**src/rtl/logicnet_input_packer.sv**
```systemverilog
// rtl/logicnet_input_packer.sv - quantizes signed feature beats to BW-bit codes and packs NUM_FEAT per vector
// Optional saturation counter port sat_cnt is built only when INPUT_PACKER_SAT_CNT_EN is defined.
module logicnet_input_packer #(
  parameter int NUM_FEAT = 4,
  parameter int IN_W     = 16,
  parameter int BW       = 2,
  parameter int SHIFT    = 4,
  parameter int OFFSET   = 2,
  localparam int OUT_W   = NUM_FEAT * BW
) (
  input  logic             clk,
  input  logic             rst_n,
  input  logic             s_valid,
  output logic             s_ready,
  input  logic [IN_W-1:0]  s_data,
  input  logic             s_last,
  output logic             m_valid,
  input  logic             m_ready,
  output logic [OUT_W-1:0] m_data,
  output logic             err_len
`ifdef INPUT_PACKER_SAT_CNT_EN
  ,
  output logic [15:0]      sat_cnt
`endif
);

  localparam int IDX_W = $clog2(NUM_FEAT);
  localparam logic [IDX_W-1:0] LAST_IDX = IDX_W'(NUM_FEAT - 1);
  localparam logic signed [IN_W:0] OFF_X = (IN_W+1)'(OFFSET);
  localparam logic signed [IN_W:0] MAX_X = (IN_W+1)'((1 << BW) - 1);

  typedef enum logic {FILL, HOLD} state_e;

  state_e           state_q, state_d;
  logic [IDX_W-1:0] idx_q, idx_d;
  logic [OUT_W-1:0] slot_q, slot_d;
  logic [OUT_W-1:0] m_data_q, m_data_d;
  logic             err_q, err_d;

  logic signed [IN_W-1:0] sh;
  logic signed [IN_W:0]   sum;
  logic                   under, over;
  logic [BW-1:0]          code;
  logic                   accept;

  // Sum is one bit wider than the input so shift plus offset never wraps.
  always_comb begin
    sh    = $signed(s_data) >>> SHIFT;
    sum   = $signed({sh[IN_W-1], sh}) + OFF_X;
    under = sum[IN_W];
    over  = !under && (sum > MAX_X);
    if (under)      code = '0;
    else if (over)  code = '1;
    else            code = sum[BW-1:0];
  end

  assign s_ready = (state_q == FILL);
  assign m_valid = (state_q == HOLD);
  assign m_data  = m_data_q;
  assign err_len = err_q;
  assign accept  = s_valid && s_ready;

  always_comb begin
    state_d  = state_q;
    idx_d    = idx_q;
    slot_d   = slot_q;
    m_data_d = m_data_q;
    err_d    = 1'b0;
    if (accept) begin
      for (int k = 0; k < NUM_FEAT; k++) begin
        if (idx_q == IDX_W'(k)) slot_d[k*BW +: BW] = code;
      end
      if (idx_q == LAST_IDX) begin
        // Only a completed set of slots ever reaches m_data.
        state_d  = HOLD;
        idx_d    = '0;
        m_data_d = slot_d;
        err_d    = !s_last;
      end else if (s_last) begin
        idx_d = '0;
        err_d = 1'b1;
      end else begin
        idx_d = idx_q + 1'b1;
      end
    end else if (state_q == HOLD && m_ready) begin
      state_d = FILL;
    end
  end

`ifdef INPUT_PACKER_SAT_CNT_EN
  logic [15:0] sat_cnt_q, sat_cnt_d;

  always_comb begin
    sat_cnt_d = sat_cnt_q;
    if (accept && (under || over) && sat_cnt_q != 16'hFFFF) sat_cnt_d = sat_cnt_q + 16'd1;
  end

  assign sat_cnt = sat_cnt_q;
`else
  // Without the counter, clamping only affects the code value.
`endif

  always_ff @(posedge clk or negedge rst_n) begin
    if (!rst_n) begin
      state_q   <= FILL;
      idx_q     <= '0;
      slot_q    <= '0;
      m_data_q  <= '0;
      err_q     <= 1'b0;
`ifdef INPUT_PACKER_SAT_CNT_EN
      sat_cnt_q <= '0;
`endif
    end else begin
      state_q   <= state_d;
      idx_q     <= idx_d;
      slot_q    <= slot_d;
      m_data_q  <= m_data_d;
      err_q     <= err_d;
`ifdef INPUT_PACKER_SAT_CNT_EN
      sat_cnt_q <= sat_cnt_d;
`endif
    end
  end

endmodule

```
**config.mk**
```make
export PLATFORM = sky130hd
export DESIGN_NAME = logicnet_input_packer
export DESIGN_NICKNAME = d
export VERILOG_FILES = /design/src/rtl/logicnet_input_packer.sv
export SDC_FILE = /design/constraint.sdc
export NUM_CORES = 1
export LEC_CHECK = 0
export ABC_CLOCK_PERIOD_IN_PS = 1450
export CAP_MARGIN = 40
export CORE_UTILIZATION = 46
export DETAILED_ROUTE_END_ITERATION = 12
export HOLD_SLACK_MARGIN = 0.02
export PLACE_DENSITY_LB_ADDON = 0.08
export RECOVER_POWER = 100
export SLEW_MARGIN = 10
export SYNTH_ARGS = -nofsm -noshare
export SYNTH_HDL_FRONTEND = slang
export SYNTH_SLANG_ARGS = --single-unit
```
**constraint.sdc**
```tcl
create_clock -name clk -period 1.45 [get_ports clk]
set_input_delay 0.145 -clock clk [delete_from_list [all_inputs] [get_ports clk]]
set_output_delay 0.145 -clock clk [all_outputs]
set_load 0.005 [all_outputs]
```
## Word-level counts from Yosys, hierarchy flattened

Index checks and enable logic that the tools add are counted.

| word-level totals | value |
|---|---|
| input bits | 21 |
| bits in registers | 20 |
| logic and storage cells | 36 |

| operators by class | value |
|---|---|
| reductions and logical operators | 9 |
| eq/ne operators | 4 |
| $add $sub $neg | 2 |
| magnitude comparators | 1 |
| muxes and demuxes | 14 |
| bitwise gates (word level) | 1 |

Operator list:

| cell | number |
|---|---|
| $mux W2 | 8 |
| $add A12 B3 Y13 const B | 1 |
| $gt A13 B3 Y1 const B | 1 |
| $mux W1 | 6 |
| $eq A2 B2 Y1 const B | 2 |
| $reduce_and A2 Y1 | 2 |
| $logic_and A1 B1 Y1 | 3 |
| $add A2 B1 Y2 const B | 1 |
| $eq A2 B1 Y1 const B | 1 |
| $logic_not A1 Y1 | 2 |
| $logic_not A2 Y1 | 1 |
| $ne A2 B1 Y1 const B | 1 |
| $reduce_bool A2 Y1 | 1 |
| $not A1 Y1 | 1 |

## Depth between registers and ports, before layout

Gate-level depths: netlist of the first run.

| logic depth | value |
|---|---|
| depth in word-level cells | 6 |
| depth in mapped cells | 6 |

## Least setup slack after synthesis of the first run

No wires, ideal clock.

| path | value |
|---|---|
| path type | input-to-reg |
| start point | input port s_data[5] |
| end point | register m_data_q[1], in the netlist m_data[1] |
| path slack | 0.096 ns |
| stages | 5 |
| arrival time | 1.217 ns |
| setup time | 0.137 ns |
| data required time | 1.313 ns |
| cell sequence | ha_1 -> and4bb_2 -> o21ai_0 -> a211oi_2 -> o21ai_0 |

| on the way | value |
|---|---|
| cells in the longest elaborated chain, start to end | 6 |
| elaborated cells on any way between the ends | 7 |
| those cells by class | add/sub (1); order compare (1); mux (3); reduce/logical (2) |

RTL lines:

| what | line | text |
|---|---|---|
| start: declaration | 15 | `input logic [IN_W-1:0] s_data,` |
| $add A12 B3 Y13 (*) | 49 | `sum = $signed({sh[IN_W-1], sh}) + OFF_X;` |
| $gt A13 B3 Y1 or $logic_not A1 Y1 (tied branches) | 51 | `over = !under && (sum > MAX_X);` |
| $logic_and A1 B1 Y1 | 51 |  |
| $mux W2 | 53 | `else if (over) code = '1;` |
| $mux W2 (*) | 52 | `if (under) code = '0;` |
| $mux W2 (*) | 71 | `if (idx_q == IDX_W'(k)) slot_d[k*BW +: BW] = code;` |
| end signal: assignment | 117 | `m_data_q <= m_data_d;` |
| end: declaration | 37 | `logic [OUT_W-1:0] m_data_q, m_data_d;` |

Every way passes the cells marked *; elsewhere a longest branch is shown, timed or not.
A chain may end at the register's enable or synchronous reset.

## Final worst setup path of the first run

| path | value |
|---|---|
| start point | register m_data_q[7], in the netlist m_data[7] |
| end point | output port m_data[7] |

RTL lines:

| what | line | text |
|---|---|---|
| end: declaration | 19 | `output logic [OUT_W-1:0] m_data,` |

No word-level cell between the ends.

==> metrics, run 1 <==
CTS hold repair buffers 0; H-Tree Depth 1; Yosys cell types 29; Yosys top cell area share 42.6%; # Max-Cap Violations 0; RSZ-0062 raised after global routing no; worst ir drop on vdd 0.944 mV; Crit. End Element output port; syn_nets 139; Via density 5.34; post-synthesis async set-or-reset flop share 100%; Gate Count Post-Synth 112; Slowest-stage cell, CP dlygate4sd3_1; die area 2500 µm²; total CTS buffers 3; fin. max-slew vios 0; CTS tree done; kind of critical path flip-flop to output port; CP delay by family, top buffers and inverters; Hold Path Class input port to flip-flop; Filler Cells Inserted 183; total power 1.85 mW; hold path cells 2; Starting Density 48.3%; Synth Cell Area 1060 µm²; fmax 0.717 GHz; clk sink count 18; Worst slew margin 33.2%; clock root buffer clkbuf_4; first-pass GRT wire length 4510 µm; io pins 32; Setup violations, final 0; Synth Area per Inst 9.45 µm²; iteration-0 DRC count of the detailed router 18; Core ar. 2190 µm²; hold path start m_ready; Critical Path Start Type flip-flop; Final nets 191; Reg2Reg Depth 6; Hold Violations, Final 0; power per cell area 1180 nW/µm²; Tmin final 1400 ps; share of layout cells above drive strength 1 27.0%; Layout area overhead 48.9%; Reg2Reg Setup Slack 140 ps; worst path required time 1310 ps; Rows 17; final worst path period share 96.2%; DIE HEIGHT 50.0 µm; GRT Total Usage 23.8%; Horiz. Die Dim 50.0 µm; Max clock buf depth 2; Post-synth EDFFs 0; Yosys top cell by area dfrtp_1; Post-DP HPWL 1910 µm; RR Startpoint idx_q[0]; initial antenna violation count 0; antenna cells 0; Worst Max-Slew Pin Slew 1000 ps; # DRC 0; Worst-path clk slew 100 ps; Leak 0.716 nW; #FFs+latches synth 18; CP Data Arrival Time 1250 ps; largest cells by area after synthesis dfrtp_1 43%, o21ai_0 8.5%, ha_1 7.1%, nand2_1 6.4%, a22oi_1 4.3%; Setup Skew 8.59 ps; critical-path cell list dlygate4sd3_1; gr ovfl total 0; largest net degree at the start of global routing 19; worst-path fanout max 2; drt first pass iters 4; Buf/Inv on CP 1; wirelength, routed 2610 µm; I/O Buffers 27; antenna-violating nets left 0; Post-synth top cells 18 x dfrtp_1, 18 x nand2_1, 18 x o21ai_0; worst skew pair latency 300 ps; routability cong. 0.799; status finished, final reports clean; routed via count 1020; average wire per standard cell 13.6 µm; max incr delay on CP 570 ps; top_reg_cell synth dfrtp_1; Worst Hold End m_valid; Seq/Total Area, Yosys 42.6%; reg-to-reg endpoint m_data[2]; post-layout utilization of the core 72.0%; synthesis warning total 0; vias in the first global route 1046
[cells in the final DEF, fill, tap and decap left out, drive strengths merged, types with 5 or more instances in the layout]
cell,instances
ha,6
clkbuf,11
dfrtp,18
o21ai,18
a22oi,6
inv,8
clkdlybuf4s50,15
buf,17
nor2,8
nand2,18
dlygate4sd2,5
[routing by layer]
metal	GRT usage, %	up-vias	wire length [µm]
met1	31.6	492	1200
met2	38.1	21	1300
met3	4.94	4	81
met5	0	-	0
li1	-	503	-
met4	8.57	0	27
[registers in the layout, indices dropped and copies added (netlist names)]
signal   count
err_len      1
idx_q        2
m_data       8
m_valid      1
slot_q       6
[worst register-to-register path, delay by kind of cell (launching register included)]
family	cells	cell delay [ps]
DFF	1	420
and+or+nand+nor	2	160
AOI/OAI and AO/OA	2	240
adders and majority gates	1	220
buffers and inverters	1	160
[how the worst max path moves through the flow]
| stage | from | to | slack [ps] | cells past startpoint |
|---|---|---|---|---|
| after floorplan | s_data[5] | m_data[1] | 100 | 5 |
| after global placement | s_data[5] | m_data[3] | -670 | 7 |
| after detailed placement | s_data[5] | m_data[3] | -710 | 7 |
| after CTS | s_data[12] | m_data[5] | 5 | 7 |
| after global routing | s_data[8] | m_data[3] | 7 | 7 |
| final | m_data[7] | m_data[7] | 50 | 1 |
[through the flow]
stage / hold WS [ps] / setup slack [ps] / instances / instance area [µm²] / setup TNS [ps]
6_report: 428 / 54.5 / 191 / 1580 / 0
5_1_grt: 419 / 7.04 / 191 / 1580 / 0
3_3_place_gp: 464 / -667 / 183 / 1480 / -8530
2_1_floorplan: -151 / 95.8 / 112 / 1060 / 0
3_5_place_dp: 468 / -707 / 183 / 1480 / -9140
4_1_cts: 166 / 5.01 / 191 / 1570 / 0
[repair_timing]
action	CTS	global route
setup buffers	4	0
gates resized for setup	28	14
setup endpoints to repair	15	14
pin swaps	7	4
[final cells by class]
type	instances	area [µm²]	area share, %
clock buffer	4	36.3	2.30
inverter	8	30.0	1.90
multi-input combinational	84	612	38.8
sequential	18	450	28.6
tap	28	35.0	2.22
timing repair buffer	49	413	26.2
[kinds of logic (layout without fill, tap and decap cells)]
kind of cell / Yosys count / count (layout) / share of synthesized area (%)
xor+xnor: 2 / 2 / 1.66
fa+ha+maj: 6 / 6 / 7.09
mux: 2 / 2 / 2.01
compound gates: 32 / 32 / 21.3
simple gates: 42 / 42 / 20.5
buf+inv: 10 / 61 / 4.96
flops: 18 / 18 / 42.6
[power by group]
part / internal [mW] / switching, mW
Combinational: 0.410 / 0.311
Sequential: 0.702 / 0.116
Clock: 0.153 / 0.160
Total: 1.27 / 0.587
No activity file was read; power rests on OpenSTA's default activity.
==> run 2, diff against run 1 <==
Settings changed: ABC_CLOCK_PERIOD_IN_PS 1450 to not set.
==> results of run 2 <==
Final layout, timing and power as in run 1 (identical DEF).
